==> src/rtl/h80cpu_io.sv <==
`default_nettype none
`timescale 1ns/1ps
// ============================================================================
// h80cpu_io : h80 I/O-space bus slave with a transmit-only 8N1 UART
// Revision  : 1.0
// ============================================================================
module h80cpu_io #(
  parameter int CLK_FREQ = 27000000,
  parameter int BAUD     = 115200
) (
  input  logic        clk,
  input  logic        reset_,
  input  logic [15:0] addr,
  input  logic [2:0]  cmd,
  input  logic        run,
  input  logic [15:0] wr_data,
  output logic [15:0] rd_data,
  output logic        done,
  output logic        uart_txp
);

  localparam int BIT_CYCLES = CLK_FREQ / BAUD;
  localparam int CW         = (BIT_CYCLES > 1) ? $clog2(BIT_CYCLES) : 1;
  localparam logic [CW-1:0] BAUD_LAST = CW'(BIT_CYCLES - 1);

  localparam logic [2:0] CMD_READ_W  = 3'd0;
  localparam logic [2:0] CMD_WRITE_W = 3'd1;
  localparam logic [2:0] CMD_READ_B  = 3'd2;
  localparam logic [2:0] CMD_WRITE_B = 3'd3;

  typedef enum logic [1:0] {
    ST_IDLE  = 2'd0,
    ST_START = 2'd1,
    ST_DATA  = 2'd2,
    ST_STOP  = 2'd3
  } state_t;

  state_t         state_q, state_d;
  logic [CW-1:0]  baud_q, baud_d;
  logic [2:0]     bit_q, bit_d;
  logic [7:0]     shift_q, shift_d;
  logic           txp_q, txp_d;
  logic           done_q, done_d;
  logic [15:0]    rd_q, rd_d;

  logic        tx_busy, req, word0, tx_wr, baud_wrap;
  logic [15:0] status;

  always_comb begin
    state_d = state_q;
    baud_d  = baud_q;
    bit_d   = bit_q;
    shift_d = shift_q;
    txp_d   = txp_q;
    done_d  = done_q;
    rd_d    = rd_q;

    tx_busy   = (state_q != ST_IDLE);
    status    = {15'd0, tx_busy};
    req       = (run != done_q);
    word0     = (addr[15:1] == 15'd0);
    tx_wr     = ((cmd == CMD_WRITE_W) && word0) ||
                ((cmd == CMD_WRITE_B) && word0 && !addr[0]);
    baud_wrap = (baud_q == BAUD_LAST);

    if (tx_busy) begin
      baud_d = baud_wrap ? '0 : baud_q + CW'(1);
    end

    // Shift register presents the next data bit in [0]; bits leave LSB first.
    case (state_q)
      ST_START: if (baud_wrap) begin
        state_d = ST_DATA;
        bit_d   = 3'd0;
        txp_d   = shift_q[0];
        shift_d = shift_q >> 1;
      end
      ST_DATA: if (baud_wrap) begin
        if (bit_q == 3'd7) begin
          state_d = ST_STOP;
          txp_d   = 1'b1;
        end else begin
          bit_d   = bit_q + 3'd1;
          txp_d   = shift_q[0];
          shift_d = shift_q >> 1;
        end
      end
      ST_STOP: if (baud_wrap) begin
        state_d = ST_IDLE;
        txp_d   = 1'b1;
      end
      default: ;
    endcase

    // A TX write that finds the transmitter busy stays pending (back-pressure).
    if (req) begin
      case (cmd)
        CMD_READ_W: begin
          rd_d   = word0 ? status : 16'd0;
          done_d = ~done_q;
        end
        CMD_READ_B: begin
          rd_d   = (word0 && !addr[0]) ? status : 16'd0;
          done_d = ~done_q;
        end
        default: begin
          if (tx_wr) begin
            if (!tx_busy) begin
              state_d = ST_START;
              baud_d  = '0;
              bit_d   = 3'd0;
              shift_d = wr_data[7:0];
              txp_d   = 1'b0;
              done_d  = ~done_q;
            end
          end else begin
            done_d = ~done_q;
          end
        end
      endcase
    end
  end

  always_ff @(posedge clk or negedge reset_) begin
    if (!reset_) begin
      state_q <= ST_IDLE;
      baud_q  <= '0;
      bit_q   <= 3'd0;
      shift_q <= 8'd0;
      txp_q   <= 1'b1;
      done_q  <= 1'b0;
      rd_q    <= 16'd0;
    end else begin
      state_q <= state_d;
      baud_q  <= baud_d;
      bit_q   <= bit_d;
      shift_q <= shift_d;
      txp_q   <= txp_d;
      done_q  <= done_d;
      rd_q    <= rd_d;
    end
  end

  assign rd_data  = rd_q;
  assign done     = done_q;
  assign uart_txp = txp_q;

endmodule
`default_nettype wire

==> config.mk <==
export PLATFORM = sky130hd
export DESIGN_NAME = h80cpu_io
export DESIGN_NICKNAME = d
export VERILOG_FILES = /design/src/rtl/h80cpu_io.sv
export SDC_FILE = /design/constraint.sdc
export NUM_CORES = 1
export LEC_CHECK = 0
export CAP_MARGIN = 10
export CORE_MARGIN = 2
export CORE_UTILIZATION = 40
export DETAILED_ROUTE_END_ITERATION = 8
export PLACE_DENSITY_LB_ADDON = 0.05
export SYNTH_ARGS = -nofsm -noshare
export SYNTH_HDL_FRONTEND = slang
export SYNTH_SLANG_ARGS = --single-unit
==> constraint.sdc <==
create_clock -name clk -period 1.8 [get_ports clk]
set_input_delay 0.18 -clock clk [delete_from_list [all_inputs] [get_ports clk]]
set_output_delay 0.18 -clock clk [all_outputs]
set_load 0.05 [all_outputs]
Yosys cells after proc, flatten, opt, wreduce, memory -nomap -nowiden
Cells that the tools add are included.

Flip-flop bits (word level): 39. Bits of input ports: 38. Output and inout bits: 18. Logic and storage cells: 79.

Add/sub/neg operators: 2. Equality and inequality tests: 10. Mux-type cells: 46. Bitwise gates (word level): 1. Reductions and logical operators: 13.

Operators by type and width (count): two-way mux 8 bit (13); one-hot mux 16 bit (2 select lines) (1); two-way mux 3 bit (7); two-way mux 2 bit (8); one-hot mux 8 bit (2 select lines) (1); logical NOT 15 bit (1); two-way mux 1 bit (13); adder 8 x 1 -> 8 bit (second input constant) (1); == test 8 bit (second input constant) (1); == test 3 x 2 -> 1 bit (second input constant) (2); one-hot mux 2 bit (3 select lines) (1); one-hot mux 3 bit (2 select lines) (1); == test 2 bit (second input constant) (2); logical AND 1 bit (4); AND reduction 2 bit (2); nonzero test 2 bit (2); adder 3 x 1 -> 3 bit (second input constant) (1); == test 3 x 1 -> 1 bit (second input constant) (1); == test 3 bit (second input constant) (1); logical NOT 3 bit (1); != test 3 bit (second input constant) (1); one-hot mux 1 bit (3 select lines) (1); == test 2 x 1 -> 1 bit (second input constant) (1); OR reduction 2 bit (1); other kinds (4) (4).

Logic depth before layout (Yosys ltp)
Gate-level depths: netlist (run 1).

Depth after elaboration: 8. Mapped depth: 8. Gate-level depth less buffers: 7.

Least setup slack after synthesis (run 1)
OpenSTA, ideal clock, no wires.

Kind: flip-flop to flip-flop. From: register state_q[0]. To: register shift_q[0]. Library setup time: 0.127 ns. Arrival: 1.877 ns. Data required time: 1.673 ns. Slack: -0.204 ns. Stages on the path, launching flop included: 9. Path buffers: 1. Clock period less this slack: 2.004 ns. Cells stage by stage: dfrtp_1 -> inv_1 -> ha_1 -> buf_2 -> or4b_1 -> o22ai_1 -> o21ai_2 -> a221oi_1 -> nor2_1.

Cells in the longest elaborated chain, start to end: 6. Elaborated cells on any way between the ends: 8. Classes of those cells: eq/ne: 2; mux: 5; reduce/logical: 1.

RTL lines: start, declared (line 38) `state_t state_q, state_d;`; start signal, assigned (line 134) `state_q <= state_d;`; == test 2 bit or == test 2 x 1 -> 1 bit (tied branches) (line 71) `case (state_q)`; one-hot mux 8 bit (2 select lines) (line 71); two-way mux 8 bit (line 108) `if (!tx_busy) begin`; two-way mux 8 bit (line 107) `if (tx_wr) begin`; two-way mux 8 bit (line 97) `case (cmd)`; two-way mux 8 bit (*) (line 96) `if (req) begin`; net shift_d[0] (line 41) `logic [7:0] shift_q, shift_d;`; end signal, assigned (line 137) `shift_q <= shift_d;`; end, declared (line 41).

Mark *: on every way through the listed nets, which the timed path passes. The rest lies on a longest branch. A chain may end at the register's enable or synchronous reset.

Final worst setup path (run 1)
From: register state_q[0]. To: register shift_q[2].

The elaborated chain is that of the path after synthesis.

==> metrics.yaml, run 1 <==
logic_synthesis:
  avgSynthCellArea_sq_um: 9.48
  synth_top_family_by_area: "simple AND/OR/NAND/NOR gates"
  ys_ff_latch: 24
  synth-compound-area-share_pct: 15.8
  yosys.area_share.simple_pct: 22.1
  ys_warn_count: 0
  syn_area_sq_um: 1500
  yosys.area_share.adder_pct: 5.85
  synth_xor_area_share_pct: 2.92
  syn_inst: 158
  synth_cell_types: 46
  seq_area_frac_synth_pct: 40.2
  synth_mux_area_share_pct: 2.17
power_and_ir_drop:
  powerDensity_nw_per_um2: 546
  power.internal_mw: 0.901
  power_mw: 1.18
  power.leakage_nw: 0.944
  switching_power_mw: 0.278
  switching_share_pct: 23.6
  seq_power_share_pct: 45.9
  combPwrFrac_pct: 13.5
  power_frac_clock_pct: 40.6
  ir_drop_mv: 0.366
setup_path:
  critPathKind: "reg -> reg"
  setup.worst_path.start_class: "flop"
  cp.required_ns: 1.96
  worst_setup_path_end_kind: "flop"
  critPathArrivalTime_ns: 2.03
  timing.rr.start: "state_q[0]"
  crit_path_start: "state_q[0]"
  crit_fanout: 5
hold_path:
  hp-class: "in -> async"
sta:
  drv_slew: 0
  post-route-period-util_pct: 104
  fin_setup_tns_ns: -0.408
  skew_ns: 0.00262
  rsz0062_at_grt: "yes"
  finalHoldViolCount: 0
  fmax_mhz: 535
  setup_viol: 8
  setup_ws_ns: -0.0697
  fin_crit_ns: 1.87
detailed_routing:
  first_iter_violations: 52
  drt_pre_antenna_iters: 4
  vias_per_cell: 4.99
  final_antenna_net_count: 0
  drcViolationCount: 0
  wl_per_cell_um: 13.5
  wirelength_um: 3460
  via_count: 1277
clocking:
  clk_latency_ns: 0.27
  holdBufCountCts: 0
  cts.sinks: 24
  cts_tree: "done"
  clk_pin_slew_ns: 0.09
  root_buffer: "clkbuf_8"
  htreeDepth: 1
  cts_made_buffers: 3
  cts.path.max_buffers: 2
flow_run:
  cap_violations: 0
status:
  status: "finished with violations"
  violations: "setup timing"
finish:
  antenna_cells: 0
  final_cell_mix: "31 x clkdlybuf4s50_1, 24 x nor2_1, 23 x dfrtp_1"
  nets: 254
  layout-drive-gt1-share_pct: 26.4
  mostFrequentLayoutCell: "clkdlybuf4s50_1"
  fin_util_pct: 59.5
  area_delta_synth_final_pct: 44.3
global_routing:
  grt_pass1_wl_um: 5840
  grt_max_degree: 25
  antenna_found_initial: 0
  grt_usage_pct: 17.5
  gr-total-overflow: 0
  first_global_vias: 1277
die:
  ios: 56
  core_sq_um: 3630
  num_rows: 22
  start_util_pct: 41.2
  die-area_sq_um: 4250
  die_h_um: 65.2
  die_x_um: 65.2
placement:
  dp_hpwl_um: 2500
  gp_congestion: 0.818
  portBuffers: 32
## registers in the layout, summed over array words and instances (netlist names)
signal and cells:
baud_q 8, bit_q 3, done 1, rd_data 1
shift_q 8, state_q 2, uart_txp 1
## what timing repair did
action,in CTS,in global routing
endpoints found under the setup margin,7,14
buffers inserted,0,2
gates resized for setup,7,12
cloned,1,0
pin swaps,6,14
## cells by family after synthesis
group | count (synthesis)
buf+inv | 24
xor+xnor | 5
simple gates | 63
flops | 24
compound gates | 31
mux | 3
fa+ha+maj | 7
other cells | 1
## synthesized netlist by cell type, drive strengths merged
cell type / number / area (sq um)
nor2: 26 / 97.6
dfrtp: 23 / 576
buf: 19 / 141
a221oi: 7 / 61.3
ha: 7 / 87.6
nor3: 7 / 35.0
nand2: 6 / 22.5
o21ai: 5 / 28.8
a21oi: 4 / 20.0
and3: 4 / 25.0
inv: 4 / 15.0
nand3: 4 / 20.0
a22oi: 3 / 22.5
nor3b: 3 / 38.8
nor4: 3 / 18.8
xnor2: 3 / 26.3
a211oi: 2 / 20.0
mux2: 2 / 22.5
nor2b: 2 / 12.5
o21a: 2 / 15.0
o32ai: 2 / 17.5
xor2: 2 / 17.5
a2111o: 1 / 11.3
a21bo: 1 / 10.0
a31o: 1 / 8.76
and2: 1 / 6.26
and4: 1 / 8.76
clkbuf: 1 / 3.75
conb: 1 / 3.75
dfstp: 1 / 26.3
mux2i: 1 / 10.0
nand2b: 1 / 6.26
nand4: 1 / 6.26
o21bai: 1 / 7.51
o22ai: 1 / 6.26
o31ai: 1 / 7.51
or2: 1 / 6.26
or3: 1 / 6.26
or3b: 1 / 11.3
or4b: 1 / 10.0
## through the flow
stage	setup WS (ns)	instance area, sq um	instances	hold WS, ns
floorplan	-0.118	1620	172	-0.116
global placement	-0.0973	1980	249	0.500
detailed placement	-0.145	1980	249	0.510
CTS	-0.0474	2100	254	0.281
global route	-0.140	2160	256	0.285
finish	-0.0697	2160	256	0.258
## per-layer routing
layer	share of wire [%]	up-vias	track usage, %
li1	-	636	-
met1	43	610	22.9
met2	51	26	30.5
met3	4.1	5	2.57
met4	0.90	0	3.91
met5	0	-	0
## power by group through the flow
stage                     sequential, mW  clock [mW]  combinational, mW
after floorplan                    0.556           0              0.102
after global placement             0.551           0              0.159
after detailed placement           0.552           0              0.160
after CTS                          0.541       0.488              0.161
after global routing               0.541       0.523              0.168
final                              0.541       0.479              0.159
## worst paths after layout
kind	endpoint	slack (ns)	cells after the start
setup / recovery	shift_q[2]	-0.07	7
hold / removal	baud_q[3]	0.26	2
setup reg to reg	shift_q[2]	-0.07	7
hold reg to reg	rd_data[0]	0.52	1
max in group asynchronous	uart_txp	1.24	2
min in group clk	shift_q[7]	0.44	3
## cell type report
cell class                      count  area [sq um]
Clock buffer                        3          41.3
Multi-Input combinational cell    125           932
Timing Repair Buffer               51           480
Fill cell                         313          1470
Clock inverter                      1          30.0
Sequential cell                    24           602
Tap cell                           48          60.1
Inverter                            4          15.0
## critical path: stages (launching register included)
cell	delay, ns
dfrtp_1	0.38
inv_2	0.06
ha_4	0.15
or4b_4	0.49
o22ai_4	0.21
o21ai_4	0.13
a221oi_2	0.26
nor2_1	0.07
Power figures use the tool's default switching activity.
==> run 2: changes to the inputs <==
--- a/config.mk
+++ b/config.mk
@@ -6,9 +6,12 @@
 export NUM_CORES = 1
 export LEC_CHECK = 0
 export CAP_MARGIN = 10
-export CORE_MARGIN = 2
-export CORE_UTILIZATION = 40
+export CELL_PAD_IN_SITES_DETAIL_PLACEMENT = 2
+export CELL_PAD_IN_SITES_GLOBAL_PLACEMENT = 2
+export CORE_MARGIN = 3
+export CORE_UTILIZATION = 23
 export DETAILED_ROUTE_END_ITERATION = 8
+export MAX_ROUTING_LAYER = met4
 export PLACE_DENSITY_LB_ADDON = 0.05
 export SYNTH_ARGS = -nofsm -noshare
 export SYNTH_HDL_FRONTEND = slang
==> run 2 against run 1 <==
  * The run still ends with setup timing left
  * Die area increased by 77%
  * Utilization fell by 22 points
  * Count of clock-buffer cells in the layout up 1
  * Design area grew 4.5%
  * Sequential share of layout area fell by 1.2 points
  * Maximum frequency decreased by 2.3%
  * Combinational power about the same
  * Final cell count grew 13%
  * Worst setup slack lost 0.045 ns
  * Clock skew grew 0.0063 ns
==> metrics.yaml, run 2 (synthesized netlist as in run 1, its figures left out) <==
status:
  status: "finished with violations"  # unchanged
  violations: "setup timing"  # unchanged
finish:
  mostFrequentLayoutCell: "clkdlybuf4s50_1"  # unchanged
  antenna_cells: 0  # unchanged
  stdcell_count: 290  # was 256
  finalInstanceArea_sq_um: 2260  # was 2160 sq um
  area_delta_synth_final_pct: 50.8  # was 44.3%
  layout-drive-gt1-share_pct: 29.3  # was 26.4%
  top_regs: "baud_q x8, shift_q x8, bit_q x3"  # unchanged
  final_cell_mix: "31 x clkdlybuf4s50_1, 25 x buf_4, 24 x nor2_1"  # was 31 x clkdlybuf4s50_1, 24 x nor2_1, 23 x dfrtp_1
  nets: 261  # was 254
setup_path:
  cp.depth: 7  # unchanged
  path_cells: "inv_2 > ha_4 > or4b_4 > o22ai_4 > o21ai_4 > a221oi_2 > nor2_1"  # unchanged
  path_buf_inv: 1  # unchanged
  rrSetupSlack_ns: -0.11  # was -0.07 ns
  crit_end: "shift_q[5]"  # was shift_q[2]
  crit_path_max_incr_delay_ns: 0.49  # about the same
  critPathKind: "reg -> reg"  # unchanged
  cp.required_ns: 1.95  # was 1.96 ns
  worst_setup_path_end_kind: "flop"  # unchanged
  crit_path_start: "state_q[0]"  # unchanged
  reg2regPathDepth: 7  # unchanged
  timing.rr.start: "state_q[0]"  # unchanged
  setup.worst_path.start_class: "flop"  # unchanged
  critPathArrivalTime_ns: 2.07  # was 2.03 ns
  slowest_stage: "or4b_4"  # unchanged
  timing.rr.end: "shift_q[5]"  # was shift_q[2]
  critPathTopFamily: "compound AO/OA/AOI/OAI gates"  # unchanged
  crit_fanout: 5  # unchanged
placement:
  place_area_sq_um: 2070  # was 1980 sq um
  portBuffers: 32  # unchanged
  dp_cells: 282  # was 249
  gp_congestion: 0.772  # was 0.818
  dp_hpwl_um: 3540  # was 2500 um
clocking:
  cts_tree: "done"  # unchanged
  htreeDepth: 1  # unchanged
  root_buffer: "clkbuf_8"  # unchanged
  cts_made_buffers: 3  # unchanged
  clk_latency_ns: 0.27  # about the same
  clk_pin_slew_ns: 0.08  # was 0.09 ns
  cts.sinks: 24  # unchanged
  cts.path.max_buffers: 2  # unchanged
global_routing:
  grtUsageMet2_pct: 25.6  # was 30.5%
  grt_max_degree: 25  # unchanged
  gr-total-overflow: 0  # unchanged
  busiest_layer: "met2"  # unchanged
  antenna_found_initial: 0  # unchanged
  grt_use_met1_pct: 15.1  # was 22.9%
  grt_usage_pct: 13.7  # was 17.5%
  grtUsageMet3_pct: 2.85  # was 2.57%
  grt_pass1_wl_um: 7870  # was 5840 um
  first_global_vias: 1591  # was 1,277
detailed_routing:
  drt_pre_antenna_iters: 3  # was 4
  drcViolationCount: 0  # unchanged
  first_iter_violations: 29  # was 52
  final_antenna_net_count: 0  # unchanged
  wirelength_um: 4660  # was 3460 um
  via_count: 1362  # was 1,277
  vias_per_cell: 4.70  # was 4.99
  wl_per_cell_um: 16.1  # was 13.5 um
sta:
  max-slew-margin-rel_pct: 66.3
  drv_slew: 0  # unchanged
  rsz0062_at_grt: "yes"  # unchanged
  fmax_mhz: 522  # was 535 MHz
  fin_crit_ns: 1.91  # was 1.87 ns
  post-route-period-util_pct: 106  # was 104%
  worst_pin_slew_ns: 0.503
  setup_viol: 7  # was 8
  setup_ws_ns: -0.114  # was -0.0697 ns
  whs_ns: 0.287  # was 0.258 ns
  skew_ns: 0.00894  # was 0.00262 ns
  finalHoldViolCount: 0  # unchanged
flow_run:
  cap_violations: 0  # unchanged
hold_path:
  hp-class: "in -> async"  # unchanged
die:
  die-area_sq_um: 7520  # was 4250 sq um
  num_rows: 28  # was 22
  core_sq_um: 6100  # was 3630 sq um
  start_util_pct: 24.6  # was 41.2%
  die_x_um: 86.7  # was 65.2 um
  ios: 56  # unchanged
  die_h_um: 86.7  # was 65.2 um
power_and_ir_drop:
  ir_drop_mv: 0.287  # was 0.366 mV
  powerDensity_nw_per_um2: 457  # was 546 nW/um^2
  power.leakage_nw: 0.974  # was 0.944 nW
==> run 2: changes by cell type in the layout (fill, tap and decap cells not counted), sizes merged <==
cell | previous run | this run
buf | 20 | 27
bufinv | 1 | 0
clkbuf | 3 | 4
==> run 2: routing by layer <==
layer	part of all wire (%)	vias up
met3	4.1	4
li1	-	653
met2	54	25
met5	0	-
met1	41	680
met4	0.56	0
==> run 2: what timing repair did <==
item	4_1_cts	5_1_grt
setup buffers	3	0
gates resized for setup	13	9
setup endpoints to repair	15	15
endpoints found under the hold margin	0	0
pin swaps	7	5
gates cloned	1	0
hold buffers	0	0
==> run 2: per-stage QoR <==
step / util (%) / setup slack (ns) / setup TNS, ns / power, mW
finish: 37.0 / -0.114 / -0.640 / 1.03
global route: 37.0 / -0.204 / -1.51 / 1.09
CTS: 36.4 / -0.112 / -0.557 / 1.06
detailed placement: 34.0 / -0.215 / -2.21 / 0.714
global placement: 34.0 / -0.130 / -1.45 / 0.712
floorplan: - / -0.118 / -0.868 / 0.658
==> run 2: report_power, final <==
| part | internal, mW | switching (mW) | leakage [nW] |
|---|---|---|---|
| Sequential | 0.540 | 0.00100 | 0.299 |
| Combinational | 0.0636 | 0.0981 | 0.653 |
| Clock | 0.158 | 0.171 | 0.0228 |
| Total | 0.762 | 0.270 | 0.974 |
==> run 2: layout make-up <==
| type | count | area [sq um] |
|---|---|---|
| sequential | 24 | 602 |
| fill | 680 | 3840 |
| timing repair buffer | 58 | 538 |
| clock buffer | 4 | 45.0 |
| tap | 75 | 93.8 |
| inverter | 4 | 15.0 |
| multi-input combinational | 125 | 965 |
==> run 2: how the worst min path moves through the flow <==
stage	startpoint	end	slack [ns]
finish	reset_	done	0.29
global route	reset_	bit_q[2]	0.31
CTS	reset_	baud_q[3]	0.30
detailed placement	shift_q[7]	shift_q[7]	0.52
floorplan	reset_	baud_q[0]	-0.12
global placement	rd_data[0]	rd_data[0]	0.49
==> run 3: changes to the inputs <==
--- a/config.mk
+++ b/config.mk
@@ -11,8 +11,8 @@
 export CORE_MARGIN = 3
 export CORE_UTILIZATION = 23
 export DETAILED_ROUTE_END_ITERATION = 8
-export MAX_ROUTING_LAYER = met4
 export PLACE_DENSITY_LB_ADDON = 0.05
+export SKIP_CTS_REPAIR_TIMING = 1
 export SYNTH_ARGS = -nofsm -noshare
 export SYNTH_HDL_FRONTEND = slang
 export SYNTH_SLANG_ARGS = --single-unit
==> run 3 against run 2 <==
  * The run still ends with setup timing left
  * First-iteration DRC count increased by 97%
  * Final cell count decreased by 0.34%
  * Wire length decreased by 4.8%
  * Register-to-register slack improved by 0.03 ns
  * Worst setup slack improved by 0.030 ns
  * Via count decreased by 0.81%
  * Total power about the same
  * Count of clock-buffer cells in the layout unchanged
  * Utilization decreased by 1.1 points
  * Flip-flop and latch count unchanged
  * Clock skew decreased by 0.0028 ns
  * Largest cell class unchanged
  * Largest power group unchanged
==> metrics.yaml, run 3 (synthesized netlist as in run 1, its figures left out) <==
status:
  status: "finished with violations"  # unchanged
  violations: "setup timing"  # unchanged
clocking:
  htreeDepth: 1  # unchanged
  cts.path.max_buffers: 2  # unchanged
  cts.sinks: 24  # unchanged
  cts_tree: "done"  # unchanged
  clk_pin_slew_ns: 0.09  # was 0.08 ns
  root_buffer: "clkbuf_8"  # unchanged
  clk_latency_ns: 0.27  # about the same
  cts_made_buffers: 3  # unchanged
sta:
  skew_ns: 0.00618  # was 0.00894 ns
  fin_setup_tns_ns: -0.333  # was -0.640 ns
  max-slew-margin-rel_pct: 66.3  # about the same
  finalHoldViolCount: 0  # unchanged
  fmax_mhz: 531  # was 522 MHz
  worst_pin_slew_ns: 0.503  # about the same
  rsz0062_at_grt: "yes"  # unchanged
  post-route-period-util_pct: 105  # was 106%
  setup_viol: 9  # was 7
  drv_slew: 0  # unchanged
  whs_ns: 0.285  # was 0.287 ns
  fin_crit_ns: 1.88  # was 1.91 ns
  setup_ws_ns: -0.0843  # was -0.114 ns
detailed_routing:
  via_count: 1351  # was 1,362
  wirelength_um: 4440  # was 4660 um
  vias_per_cell: 4.67  # was 4.70
  final_antenna_net_count: 0  # unchanged
  drcViolationCount: 0  # unchanged
  first_iter_violations: 57  # was 29
  wl_per_cell_um: 15.3  # was 16.1 um
  drt_pre_antenna_iters: 4  # was 3
setup_path:
  cp.required_ns: 1.96  # was 1.95 ns
  worst_setup_path_end_kind: "flop"  # unchanged
  critPathKind: "reg -> reg"  # unchanged
  critPathArrivalTime_ns: 2.05  # was 2.07 ns
  crit_fanout: 8  # was 5
  setup.worst_path.start_class: "flop"  # unchanged
  rrSetupSlack_ns: -0.08  # was -0.11 ns
power_and_ir_drop:
  power_frac_clock_pct: 32.0  # was 31.9%
  power_mw: 1.03  # about the same
  switching_share_pct: 26.3  # was 26.2%
  powerDensity_nw_per_um2: 471  # was 457 nW/um^2
  power.leakage_nw: 0.945  # was 0.974 nW
  seq_power_share_pct: 52.4  # about the same
  switching_power_mw: 0.271  # was 0.270 mW
  ir_drop_mv: 0.287  # about the same
  power.internal_mw: 0.762  # about the same
  combPwrFrac_pct: 15.6  # was 15.7%
global_routing:
  busiest_layer: "met2"  # unchanged
  grtUsageMet2_pct: 23.9  # was 25.6%
  first_global_vias: 1525  # was 1,591
  grt_max_degree: 25  # unchanged
  antenna_found_initial: 0  # unchanged
  gr-total-overflow: 0  # unchanged
  grt_pass1_wl_um: 7480  # was 7870 um
  grt_use_met1_pct: 14.5  # was 15.1%
  grtUsageMet3_pct: 2.85  # unchanged
  grt_usage_pct: 12.6  # was 13.7%
finish:
  antenna_cells: 0  # unchanged
  nets: 260  # was 261
  final_cell_mix: "31 x clkdlybuf4s50_1, 25 x nor2_1, 25 x buf_4"  # was 31 x clkdlybuf4s50_1, 25 x buf_4, 24 x nor2_1
  mostFrequentLayoutCell: "clkdlybuf4s50_1"  # unchanged
  multi_input_area_sq_um: 900  # was 965 sq um
  regArea_sq_um: 602  # unchanged
  top_regs: "baud_q x8, shift_q x8, bit_q x3"  # unchanged
  layout-drive-gt1-share_pct: 27.1  # was 29.3%
  finalInstanceArea_sq_um: 2190  # was 2260 sq um
  stdcell_count: 289  # was 290
  fill_cells: 693  # was 680
  area_delta_synth_final_pct: 46.4  # was 50.8%
hold_path:
  hp-class: "in -> async"  # unchanged
die:
  core_sq_um: 6100  # unchanged
  die_x_um: 86.7  # unchanged
  num_rows: 28  # unchanged
  die-area_sq_um: 7520  # unchanged
  die_h_um: 86.7  # unchanged
  start_util_pct: 24.6  # unchanged
  ios: 56  # unchanged
placement:
  portBuffers: 32  # unchanged
  gp_congestion: 0.762  # was 0.772
  dp_hpwl_um: 3540  # unchanged
  place_area_sq_um: 2070  # unchanged
  dp_cells: 282  # unchanged
flow_run:
  cap_violations: 0  # unchanged
==> run 3: area by class of cell <==
type | instances | area share (%)
Multi-Input combinational cell | 124 | 41.0
Sequential cell | 24 | 27.4
Timing Repair Buffer | 58 | 24.5
Tap cell | 75 | 4.28
Clock buffer | 4 | 2.05
Inverter | 4 | 0.685
==> run 3: worst max-delay path: stages, from the launching register on <==
cell,delay [ns]
dfrtp_1,0.38
inv_2,0.06
ha_2,0.17
or4b_4,0.50
o22ai_4,0.14
o21ai_4,0.14
buf_4,0.18
a22oi_1,0.16
nor2_1,0.06
==> run 3: per-layer routing <==
layer | share of wire, % | up-vias
met5 | 0 | -
met4 | 0.32 | 0
met3 | 4.5 | 2
met2 | 54 | 28
met1 | 41 | 676
li1 | - | 645
==> run 3: path summary, 6_finish.rpt <==
path	start	to	cells after the start
worst max register to register	state_q[0]	bit_q[1]	8
worst min-delay path	reset_	done	2
worst min register to register	shift_q[7]	shift_q[7]	2
max in group asynchronous	reset_	uart_txp	2
worst max-delay path	state_q[0]	bit_q[1]	8
min in group clk	wr_data[7]	shift_q[7]	3
==> run 3: power by group through the flow <==
stage | combinational (mW) | clock, mW | sequential, mW
finish | 0.162 | 0.330 | 0.541
global route | 0.171 | 0.380 | 0.542
CTS | 0.163 | 0.353 | 0.541
detailed placement | 0.163 | 0 | 0.552
global placement | 0.160 | 0 | 0.551
floorplan | 0.102 | 0 | 0.556
==> run 3: metrics by stage <==
stage | util, % | worst slack (ns)
6_report | 36.0 | -0.0843
5_1_grt | 36.0 | -0.183
4_1_cts | 34.8 | -0.163
3_5_place_dp | 34.0 | -0.215
3_3_place_gp | 34.0 | -0.130
2_1_floorplan | - | -0.118
